## src/rtl/aes_round_sequencer_if.sv

```systemverilog
// Handshake/status bundle between the AES round sequencer and its datapath/key unit.
interface aes_round_sequencer_if #(
    parameter int unsigned SUB_W = 5
);
    logic             start;
    logic             enc_dec;
    logic [1:0]       mode;
    logic             stall;
    logic             busy;
    logic             enc_dec_reg;
    logic [1:0]       mode_reg;
    logic [3:0]       round;
    logic [SUB_W-1:0] sub_round;
    logic             round_start;
    logic             round_complete;
    logic             key_gen;
    logic [3:0]       key_gen_round;
    logic             done;
    logic             err;

    // Requester side: issues operations and backpressure.
    modport master (
        output start, enc_dec, mode, stall,
        input  busy, enc_dec_reg, mode_reg, round, sub_round,
               round_start, round_complete, key_gen, key_gen_round, done, err
    );

    // Sequencer side.
    modport slave (
        input  start, enc_dec, mode, stall,
        output busy, enc_dec_reg, mode_reg, round, sub_round,
               round_start, round_complete, key_gen, key_gen_round, done, err
    );
endinterface

```

## src/rtl/aes_round_sequencer.sv

```systemverilog
// Counter-based round controller for the iterative AES-128/192/256 core.
// Sequences the reverse key-schedule pass (decrypt only), round 0, and rounds 1..Nr.
// Optional feature macro: AES_SEQ_STALL_EN (stall input honoured when defined).
module aes_round_sequencer #(
    parameter int unsigned SUB_ROUNDS_ENC = 16,
    parameter int unsigned SUB_ROUNDS_DEC = 20,
    parameter int unsigned SUB_W          = 5
) (
    input  logic                  clk,
    input  logic                  reset,
    aes_round_sequencer_if.slave  bus
);

    localparam logic [SUB_W-1:0] ENC_LAST = SUB_W'(SUB_ROUNDS_ENC - 1);
    localparam logic [SUB_W-1:0] DEC_LAST = SUB_W'(SUB_ROUNDS_DEC - 1);

    typedef enum logic [2:0] {
        S_IDLE   = 3'd0,
        S_KEYGEN = 3'd1,
        S_INIT   = 3'd2,
        S_RUN    = 3'd3,
        S_DONE   = 3'd4
    } state_t;

    state_t           r_state;
    logic [3:0]       r_round;
    logic [SUB_W-1:0] r_sub;
    logic [3:0]       r_kgr;
    logic [1:0]       r_mode;
    logic             r_enc_dec;
    logic             r_busy;
    logic             r_key_gen;

    state_t           w_next_state;
    logic [3:0]       w_round_nxt;
    logic [SUB_W-1:0] w_sub_nxt;
    logic [3:0]       w_kgr_nxt;
    logic [1:0]       w_mode_nxt;
    logic             w_enc_dec_nxt;
    logic             w_round_start;
    logic             w_round_complete;
    logic             w_done;
    logic             w_err;
    logic             w_stall;
    logic [3:0]       w_nr;
    logic [SUB_W-1:0] w_sub_last;

    // Stall source: live input when the feature is built in, constant 0 otherwise.
`ifdef AES_SEQ_STALL_EN
    assign w_stall = bus.stall;
`else
    assign w_stall = 1'b0;
`endif

    // Round count from the latched key size (11 is never latched).
    always_comb begin
        case (r_mode)
            2'b00:   w_nr = 4'd10;
            2'b01:   w_nr = 4'd12;
            2'b10:   w_nr = 4'd14;
            default: w_nr = 4'd10;
        endcase
    end

    assign w_sub_last = r_enc_dec ? DEC_LAST : ENC_LAST;

    // Next-state, counter updates and pulse decodes.
    always_comb begin
        w_next_state     = r_state;
        w_round_nxt      = r_round;
        w_sub_nxt        = r_sub;
        w_kgr_nxt        = r_kgr;
        w_mode_nxt       = r_mode;
        w_enc_dec_nxt    = r_enc_dec;
        w_round_start    = 1'b0;
        w_round_complete = 1'b0;
        w_done           = 1'b0;
        w_err            = 1'b0;

        case (r_state)
            S_IDLE: begin
                if (bus.start) begin
                    if (bus.mode == 2'b11) begin
                        w_err = 1'b1;
                    end else begin
                        w_mode_nxt    = bus.mode;
                        w_enc_dec_nxt = bus.enc_dec;
                        w_round_nxt   = 4'd0;
                        w_sub_nxt     = '0;
                        w_kgr_nxt     = 4'd0;
                        w_next_state  = bus.enc_dec ? S_KEYGEN : S_INIT;
                    end
                end
            end
            S_KEYGEN: begin
                if (!w_stall) begin
                    if (r_kgr == w_nr) begin
                        w_kgr_nxt    = 4'd0;
                        w_next_state = S_INIT;
                    end else begin
                        w_kgr_nxt = 4'(r_kgr + 4'd1);
                    end
                end
            end
            S_INIT: begin
                if (!w_stall) begin
                    w_round_start    = 1'b1;
                    w_round_complete = 1'b1;
                    w_round_nxt      = 4'd1;
                    w_sub_nxt        = '0;
                    w_next_state     = S_RUN;
                end
            end
            S_RUN: begin
                if (!w_stall) begin
                    w_round_start = (r_sub == '0);
                    if (r_sub == w_sub_last) begin
                        w_round_complete = 1'b1;
                        w_sub_nxt        = '0;
                        if (r_round == w_nr) begin
                            w_next_state = S_DONE;
                        end else begin
                            w_round_nxt = 4'(r_round + 4'd1);
                        end
                    end else begin
                        w_sub_nxt = SUB_W'(r_sub + SUB_W'(1));
                    end
                end
            end
            S_DONE: begin
                w_done       = 1'b1;
                w_round_nxt  = 4'd0;
                w_sub_nxt    = '0;
                w_next_state = S_IDLE;
            end
            default: begin
                w_next_state = S_IDLE;
            end
        endcase
    end

    // State and counter registers; busy/key_gen registered from the next state.
    always_ff @(posedge clk or posedge reset) begin
        if (reset) begin
            r_state   <= S_IDLE;
            r_round   <= 4'd0;
            r_sub     <= '0;
            r_kgr     <= 4'd0;
            r_mode    <= 2'b00;
            r_enc_dec <= 1'b0;
            r_busy    <= 1'b0;
            r_key_gen <= 1'b0;
        end else begin
            r_state   <= w_next_state;
            r_round   <= w_round_nxt;
            r_sub     <= w_sub_nxt;
            r_kgr     <= w_kgr_nxt;
            r_mode    <= w_mode_nxt;
            r_enc_dec <= w_enc_dec_nxt;
            r_busy    <= (w_next_state != S_IDLE);
            r_key_gen <= (w_next_state == S_KEYGEN);
        end
    end

    assign bus.busy           = r_busy;
    assign bus.enc_dec_reg    = r_enc_dec;
    assign bus.mode_reg       = r_mode;
    assign bus.round          = r_round;
    assign bus.sub_round      = r_sub;
    assign bus.key_gen        = r_key_gen;
    assign bus.key_gen_round  = r_kgr;
    assign bus.round_start    = w_round_start;
    assign bus.round_complete = w_round_complete;
    assign bus.done           = w_done;
    assign bus.err            = w_err;

endmodule

```

## src/flat_wrapper.sv

```systemverilog
// flat-port wrapper written by rule: the top's interface ports become plain ports
module aes_round_sequencer_flat 
#(
    parameter int unsigned SUB_ROUNDS_ENC = 16,
    parameter int unsigned SUB_ROUNDS_DEC = 20,
    parameter int unsigned SUB_W          = 5
)
  (clk, reset, bus_start, bus_enc_dec, bus_mode, bus_stall, bus_busy, bus_enc_dec_reg, bus_mode_reg, bus_round, bus_sub_round, bus_round_start, bus_round_complete, bus_key_gen, bus_key_gen_round, bus_done, bus_err);
  aes_round_sequencer_if #(.SUB_W(SUB_W)) bus_i ();
  input  logic clk;
  input  logic reset;
  input wire logic [$bits(bus_i.start)-1:0] bus_start;
  input wire logic [$bits(bus_i.enc_dec)-1:0] bus_enc_dec;
  input wire logic [$bits(bus_i.mode)-1:0] bus_mode;
  input wire logic [$bits(bus_i.stall)-1:0] bus_stall;
  output wire logic [$bits(bus_i.busy)-1:0] bus_busy;
  output wire logic [$bits(bus_i.enc_dec_reg)-1:0] bus_enc_dec_reg;
  output wire logic [$bits(bus_i.mode_reg)-1:0] bus_mode_reg;
  output wire logic [$bits(bus_i.round)-1:0] bus_round;
  output wire logic [$bits(bus_i.sub_round)-1:0] bus_sub_round;
  output wire logic [$bits(bus_i.round_start)-1:0] bus_round_start;
  output wire logic [$bits(bus_i.round_complete)-1:0] bus_round_complete;
  output wire logic [$bits(bus_i.key_gen)-1:0] bus_key_gen;
  output wire logic [$bits(bus_i.key_gen_round)-1:0] bus_key_gen_round;
  output wire logic [$bits(bus_i.done)-1:0] bus_done;
  output wire logic [$bits(bus_i.err)-1:0] bus_err;
  assign bus_i.start = bus_start;
  assign bus_i.enc_dec = bus_enc_dec;
  assign bus_i.mode = bus_mode;
  assign bus_i.stall = bus_stall;
  assign bus_busy = bus_i.busy;
  assign bus_enc_dec_reg = bus_i.enc_dec_reg;
  assign bus_mode_reg = bus_i.mode_reg;
  assign bus_round = bus_i.round;
  assign bus_sub_round = bus_i.sub_round;
  assign bus_round_start = bus_i.round_start;
  assign bus_round_complete = bus_i.round_complete;
  assign bus_key_gen = bus_i.key_gen;
  assign bus_key_gen_round = bus_i.key_gen_round;
  assign bus_done = bus_i.done;
  assign bus_err = bus_i.err;
  aes_round_sequencer #(.SUB_ROUNDS_ENC(SUB_ROUNDS_ENC), .SUB_ROUNDS_DEC(SUB_ROUNDS_DEC), .SUB_W(SUB_W)) u_core (.clk(clk), .reset(reset), .bus(bus_i));
endmodule
```

## config.mk

```make
export PLATFORM = sky130hd
export DESIGN_NAME = aes_round_sequencer_flat
export DESIGN_NICKNAME = d
export VERILOG_FILES = /design/src/rtl/aes_round_sequencer_if.sv /design/src/rtl/aes_round_sequencer.sv /design/src/flat_wrapper.sv
export SDC_FILE = /design/constraint.sdc
export NUM_CORES = 1
export LEC_CHECK = 0
export BUFFER_PORTS_ARGS = -buffer_cell sky130_fd_sc_hd__clkbuf_2
export CAP_MARGIN = 20
export CORE_AREA = 2 2 67 69
export CTS_CLUSTER_DIAMETER = 100
export CTS_CLUSTER_SIZE = 20
export DETAILED_ROUTE_END_ITERATION = 8
export DIE_AREA = 0 0 69 71
export PLACE_DENSITY = 0.54
export SKIP_LAST_GASP = 1
export SLEW_MARGIN = 5
export SYNTH_ARGS = -nofsm -noshare
export SYNTH_HDL_FRONTEND = slang
export SYNTH_SLANG_ARGS = --single-unit
```

## constraint.sdc

```tcl
create_clock -name clk -period 2.45 [get_ports clk]
set_input_delay 0.1225 -clock clk [delete_from_list [all_inputs] [get_ports clk]]
set_output_delay 0.1225 -clock clk [all_outputs]
set_load 0.02 [all_outputs]
```

==> metrics.md, run 1 <==
| Metric | Value |
|---|---|
| Most used DFF post-synth | `dfrtp_1` |
| Fin Setup TNS | `0 ps` |
| CTS root buf | `clkbuf_8` |
| FF-to-FF Start | `u_core.bus.mode_reg[0]$_DFFE_PP0P_` |
| Die H | `71 um` |
| CP bufs+invs | `0` |
| Total gr overflow | `0` |
| Vias in the first global route | `approximately 950` |
| Min-Delay Path Class | `primary input to async pin` |
| Synth Register Bits | `21` |
| Largest net degree at the start of global routing | `22` |
| Mapped Area | `1220 um2` |
| Max-cap viol count | `0` |
| Max Slew Vio Count | `0` |
| IO Count | `29` |
| CP cell instances | `ha_1 > xnor2_1 > or4_4 > nor3b_4 > a211o_1` |
| Final Wtd Congestion | `between 0.8 and 0.9` |
| H-tree depth | `1` |
| Cell Pwr Density | `around 1200 nW/um2` |
| Layout cells sized above 1 | `approximately a quarter` |
| Sequential area share after synthesis | `between 40% and 50%` |
| Netlist cell types | `40` |
| Max FFs per register | `5` |
| RSZ-0062 raised after global routing | `false` |
| Longest Clk Path Bufs | `2` |
| Fin Hold WS | `-11.9 ps` |
| Clock Latency Late Sink | `~260 ps` |
| Reg2Reg Setup Slack | `around 450 ps` |
| Synthesized instance count | `125` |
| Post-Synth Adder-Cell Area | `under 10%` |
| Reg2reg end | `u_core.bus.round[0]$_DFFE_PP0P_` |
| Synth area leaders | `dfrtp_1, nand2_1, ha_1` |
| Pre-CTS setup slack | `approximately 450 ps` |
| CP max stage cell | `or4_4` |
| Worst setup path class | `flop to flop` |
| Synth Warn # | `0` |
| XOR/XNOR share of the synthesized area | `roughly 3.6%` |
| DRT Pass-1 Iters | `4` |
| Worst slew margin | `a little under half` |
| Final layout net count | `between 150 and 200` |
| Placed Area | `1420 um2` |
| Multiplexer area fraction after synthesis | `under 10%` |
| Final period util | `81.7%` |
| Data arrival, critical path | `between 2000 and 2500 ps` |
| Violated checks | `hold timing` |
| DR vias | `about 1000` |
| Post-Route Skew | `roughly 0.97 ps` |
| Row cnt | `24` |
| Fmax | `between 400 and 500 MHz` |
| Final worst slack | `447 ps` |
| CTS tree | `built` |
| Mean post-synth cell area | `approximately 9.8 um2` |
| Post-CTS Hold Fix Bufs | `0` |
| Post-synthesis compound-gate area fraction | `between 10% and 20%` |
| Number of synthesized flops with an enable pin | `0` |
| Type of origin of the critical path | `flop` |
| Simple-Gate Fraction of Synth Area | `around 26%` |
| Leak pwr | `between 0.6 and 0.7 nW` |
| Area growth syn-to-layout | `19.6%` |
| Final setup fails | `0` |
| FF-to-FF path depth | `5` |
| Delay-heaviest family, CP | `simple AND/OR/NAND/NOR gates` |
| Initial core utilization | `between 20% and 30%` |
| Fraction of registers with async set/reset | `100%` |
| Clock transition at path regs | `approximately 80 ps` |
| Hpwl dp | `approximately 2.1 mm` |
| Total core area | `around 4200 um2` |
| Initial antenna violation count | `0` |
| Chip Width | `just under 70 um` |
| Syn_nets | `137` |
| Clock sink count | `21` |
| Slowest stage delay, CP | `roughly 530 ps` |
| Worst Max-Slew Pin Slew | `809 ps` |
| Residual DRC count | `0` |
| First-pass GRT wire length | `4.75 mm` |
| Antenna diode count | `0` |
| Port Buf Inserts | `27` |
| Num CTS Buffers | `3` |
| Tot Pwr | `around 1.8 mW` |
| Avg WL per Cell | `around 13 um` |
| Synth area leader | `dfrtp_1` |
| Max IR drop VDD | `~0.00038 V` |
| Gr usage total | `roughly an eighth` |
| Largest family of logic cells by synthesized area | `simple AND/OR/NAND/NOR gates` |
| Die ar. | `just under 5000 um2` |
| Post-Layout Inst Area | `1470 um2` |
| Minimum clock period | `between 2000 and 2500 ps` |
| Post-synth top area share | `between 40% and 50%` |
| Worst Path Required | `about 2600 ps` |
| Post-CTS Setup Bufs | `0` |
| Post_cts resized | `0` |
| Routed vias/inst | `roughly 4.9` |
| Hold Violations, Final | `21` |
| Crit end category | `flop` |
| Remaining antenna violation count | `0` |
| Status | `finished with violations` |
| Crit path max fanout | `4` |
| DRT iter0 DRCs | `37` |
| Detailed Route WL | `2.78 mm` |
## cells in the final DEF, fill, tap and decap left out, types with 3 or more instances in the layout
cell | synthesis | routed
nand2b_1 | 3 | 3
a21oi_1 | 5 | 5
ha_1 | 5 | 5
nand3_1 | 6 | 6
mux2i_1 | 3 | 3
clkbuf_2 | 0 | 27
nor3_1 | 3 | 3
nand2_1 | 22 | 22
o31ai_1 | 3 | 3
clkbuf_8 | 0 | 3
dfrtp_1 | 21 | 21
nor3b_1 | 3 | 3
inv_1 | 7 | 7
o21ai_0 | 6 | 6
xnor2_1 | 4 | 4
## cell usage after synthesis, types with 2 or more instances
library cell   n
mux2i_1        3
nand4_1        2
o211ai_1       2
nor3_1         3
ha_1           5
mux2_2         2
nor2b_1        2
nand2_1       22
inv_1          7
and4bb_2       2
a21oi_1        5
clkbuf_1       2
o31ai_1        3
o21ai_0        6
nor3b_1        3
nand2b_1       3
nand3_1        6
a21boi_0       2
xnor2_1        4
dfrtp_1       21
## worst max-delay path by stage
stage	from	end	cells past startpoint
after floorplan	u_core.bus.mode_reg[1]$_DFFE_PP0P_	u_core.bus.round[0]$_DFFE_PP0P_	6
after global placement	u_core.bus.mode_reg[0]$_DFFE_PP0P_	u_core.bus.round[0]$_DFFE_PP0P_	5
after detailed placement	u_core.bus.mode_reg[0]$_DFFE_PP0P_	u_core.bus.round[0]$_DFFE_PP0P_	5
after CTS	u_core.bus.mode_reg[0]$_DFFE_PP0P_	u_core.bus.round[0]$_DFFE_PP0P_	5
after global routing	u_core.bus.mode_reg[0]$_DFFE_PP0P_	u_core.bus.round[0]$_DFFE_PP0P_	5
final	u_core.bus.mode_reg[0]$_DFFE_PP0P_	u_core.bus.round[0]$_DFFE_PP0P_	5
## cells by family after synthesis
kind of cell / after synthesis
AOI/OAI and AO/OA: 26
xor gates and xnor gates: 5
adders and majority gates: 5
buffers and inverters: 10
DFF: 21
muxes: 5
and+or+nand+nor: 53
## where the power goes
| part | switching [mW] | internal [mW] | leakage [nW] |
|---|---|---|---|
| logic | 0.519 | 0.360 | 0.412 |
| registers | 0.203 | 0.482 | 0.260 |
| clock network | 0.113 | 0.116 | 0.0228 |
## per-layer routing
metal  vias to the layer above  track usage, %  part of all wire, %
li1                        506               -                    -
met1                       482            16.3                   50
met2                        19            19.0                   45
met3                         4            2.71                  4.5
met4                         0            3.27                 0.94
met5                         -               0                    0
## stage by stage
stage,std cells,util (%)
2_1_floorplan,125,-
3_3_place_gp,202,33.8
3_5_place_dp,202,33.8
4_1_cts,206,34.9
5_1_grt,206,34.9
6_report,206,34.9
## final cells by class
type,count,area (um2)
Clock buffer,4,45.0
Sequential cell,21,526
Timing Repair Buffer,28,143
Inverter,7,26.3
Multi-Input combinational cell,94,661
Tap cell,52,65.1
Fill cell,449,2740
Note: power is estimated with default switching activity, not from simulation.
==> inputs of run 2 (changes only) <==
Clock period 2.45 ns to 2 ns, I/O delays scaled along.
==> metrics.md, run 2 (same netlist as run 1, synthesis figures left out) <==
| Metric | Value |
|---|---|
| Fillers | `458 (+2.0%)` |
| Residual DRC count | `0 (unchanged)` |
| Num CTS Buffers | `3 (unchanged)` |
| Row cnt | `24 (unchanged)` |
| Chip Width | `69 um (unchanged)` |
| DRT Pass-1 Iters | `4 (unchanged)` |
| Hold Violations, Final | `21 (unchanged)` |
| Max IR drop VDD | `0.000594 V (+57%)` |
| Fmax | `about 530 MHz` |
| Gr usage total | `12.4% (+0.52 points)` |
| Longest Clk Path Bufs | `2 (unchanged)` |
| Final Wtd Congestion | `0.853 (-3.2%)` |
| Met2 routed WL | `1.48 mm (+19%)` |
| Crit end category | `primary output` |
| Total gr overflow | `0 (unchanged)` |
| Post-Layout Inst Area | `1520 um2 (+3.7%)` |
| First-pass GRT wire length | `4.86 mm (+2.5%)` |
| H-tree depth | `1 (unchanged)` |
| Dpl cells | `204 (+0.99%)` |
| Clock transition at path regs | `80 ps (about the same)` |
| Pre-CTS setup slack | `57.8 ps (-388 ps)` |
| DRT iter0 DRCs | `35 (-5.4%)` |
| Worst setup path class | `flop to primary output` |
| Minimum clock period | `between 1500 and 2000 ps` |
| Hpwl dp | `2.27 mm (+6.5%)` |
| DR vias | `1052 (+4.1%)` |
| Initial core utilization | `29.1% (unchanged)` |
| Type of origin of the critical path | `flop` |
| Routed vias/inst | `5.01 (+2.1%)` |
| Max Slew Vio Count | `0 (unchanged)` |
| Final core utilization | `36.1% (+1.3 points)` |
| CTS root buf | `clkbuf_8` |
| Avg WL per Cell | `14.1 um (+4.6%)` |
| Met1 WL | `1.34 mm (-3.0%)` |
| Commonest cells after routing, fill and taps aside | `clkbuf_2, nand2_1, dfrtp_1, inv_1` |
| Die ar. | `4900 um2 (unchanged)` |
| Final worst slack | `113 ps (-335 ps)` |
| Leak pwr | `0.713 nW (+2.6%)` |
| DR top layer | `met4` |
| Leading cell type in the layout, fill and taps excluded | `clkbuf_2` |
| DR WL met3 | `131 um (+4.0%)` |
| Final layout net count | `171 (+2.4%)` |
| Vias in the first global route | `1006 (+6.1%)` |
| Fin Hold WS | `-12.7 ps (-0.740 ps)` |
| Tot Pwr | `2.30 mW (+28%)` |
| Min-Delay Path Class | `primary input to async pin` |
| Initial antenna violation count | `0 (unchanged)` |
| Die H | `71 um (unchanged)` |
| Worst slew margin | `43.1% (-2.9 points)` |
| Status | `finished with violations` |
| Crit path max fanout | `4 (unchanged)` |
| Finished Layout Cells | `210 (+1.9%)` |
| Max FFs per register | `5 (unchanged)` |
| Data arrival, critical path | `1790 ps (-360 ps)` |
| Max-cap viol count | `0 (unchanged)` |
| Worst Max-Slew Pin Slew | `852 ps (+43.1 ps)` |
| Detailed Route WL | `2.96 mm (+6.7%)` |
| Cell Pwr Density | `1510 nW/um2 (+24%)` |
| Worst Path Required | `1900 ps (-700 ps)` |
| Final setup fails | `0 (unchanged)` |
| Layout cells sized above 1 | `32.3% (+5.7 points)` |
| Clock Latency Late Sink | `260 ps (about the same)` |
| Largest net degree at the start of global routing | `22 (unchanged)` |
| Total core area | `4200 um2 (unchanged)` |
| Antenna diode count | `0 (unchanged)` |
| Clock sink count | `21 (unchanged)` |
| CTS tree | `built` |
| Violated checks | `hold timing` |
| IO Count | `29 (unchanged)` |
| Remaining antenna violation count | `0 (unchanged)` |
| Final period util | `a little over nine tenths` |
| Port Buf Inserts | `27 (unchanged)` |
| Placed Area | `1450 um2 (+2.1%)` |
| Area growth syn-to-layout | `24.0%` |
| Fin Setup TNS | `0 ps (unchanged)` |
| Post-Route Skew | `3.65 ps (+2.69 ps)` |
| RSZ-0062 raised after global routing | `false` |
## run 2: cell types whose count changed in the layout (fill, tap and decap cells not counted), sizes merged
cell    previous run  this run
clkinv             0         1
buf                1         6
clkbuf            31        29
## run 2: layout make-up
class	instances	area [um2]	share of cell area (%)
clock inverter	1	5.00	0.329
clock buffer	3	41.3	2.72
multi-input combinational	94	677	44.6
tap	52	65.1	4.28
sequential	21	529	34.8
timing repair buffer	32	175	11.5
inverter	7	26.3	1.73
## run 2: path summary, 6_finish.rpt
check                                                     endpoint  cells after the start                                start  slack [ps]
max in group asynchronous       u_core.bus.mode_reg[1]$_DFFE_PP0P_                      2                                reset        1430
worst max register to register     u_core.bus.round[0]$_DFFE_PP0P_                      6   u_core.bus.mode_reg[1]$_DFFE_PP0P_         150
worst max-delay path                               bus_round_start                      5  u_core.bus.sub_round[0]$_DFFE_PP0P_         110
worst min register to register  u_core.bus.mode_reg[1]$_DFFE_PP0P_                      1   u_core.bus.mode_reg[1]$_DFFE_PP0P_         540
worst min-delay path                   u_core.r_state[0]$_DFF_PP0_                      2                                reset         -10
min in group clk                       u_core.r_state[1]$_DFF_PP0_                      2                          bus_enc_dec          70
## run 2: per-layer routing
metal / vias to the layer above / global-route usage [%]
li1: 516 / -
met4: 0 / 3.92
met2: 26 / 22.1
met3: 2 / 1.99
met1: 508 / 15.5
met5: - / 0
## run 2: worst max-delay path, stage by stage, from the launching register on
cell and delay (ps):
dfrtp_2 430, inv_1 60, ha_1 140, or4b_2 600, a21oi_2 150, buf_4 150
## run 2: repair_timing
| action | CTS | global route |
|---|---|---|
| hold buffers | 0 | 0 |
| resized for setup | 0 | 4 |
| setup buffers | 0 | 2 |
| setup endpoints to repair | 0 | 2 |
## run 2: where the power goes
part	internal [mW]	total, mW	switching (mW)
sequential	0.595	0.827	0.232
combinational	0.508	1.19	0.685
clock	0.139	0.277	0.138
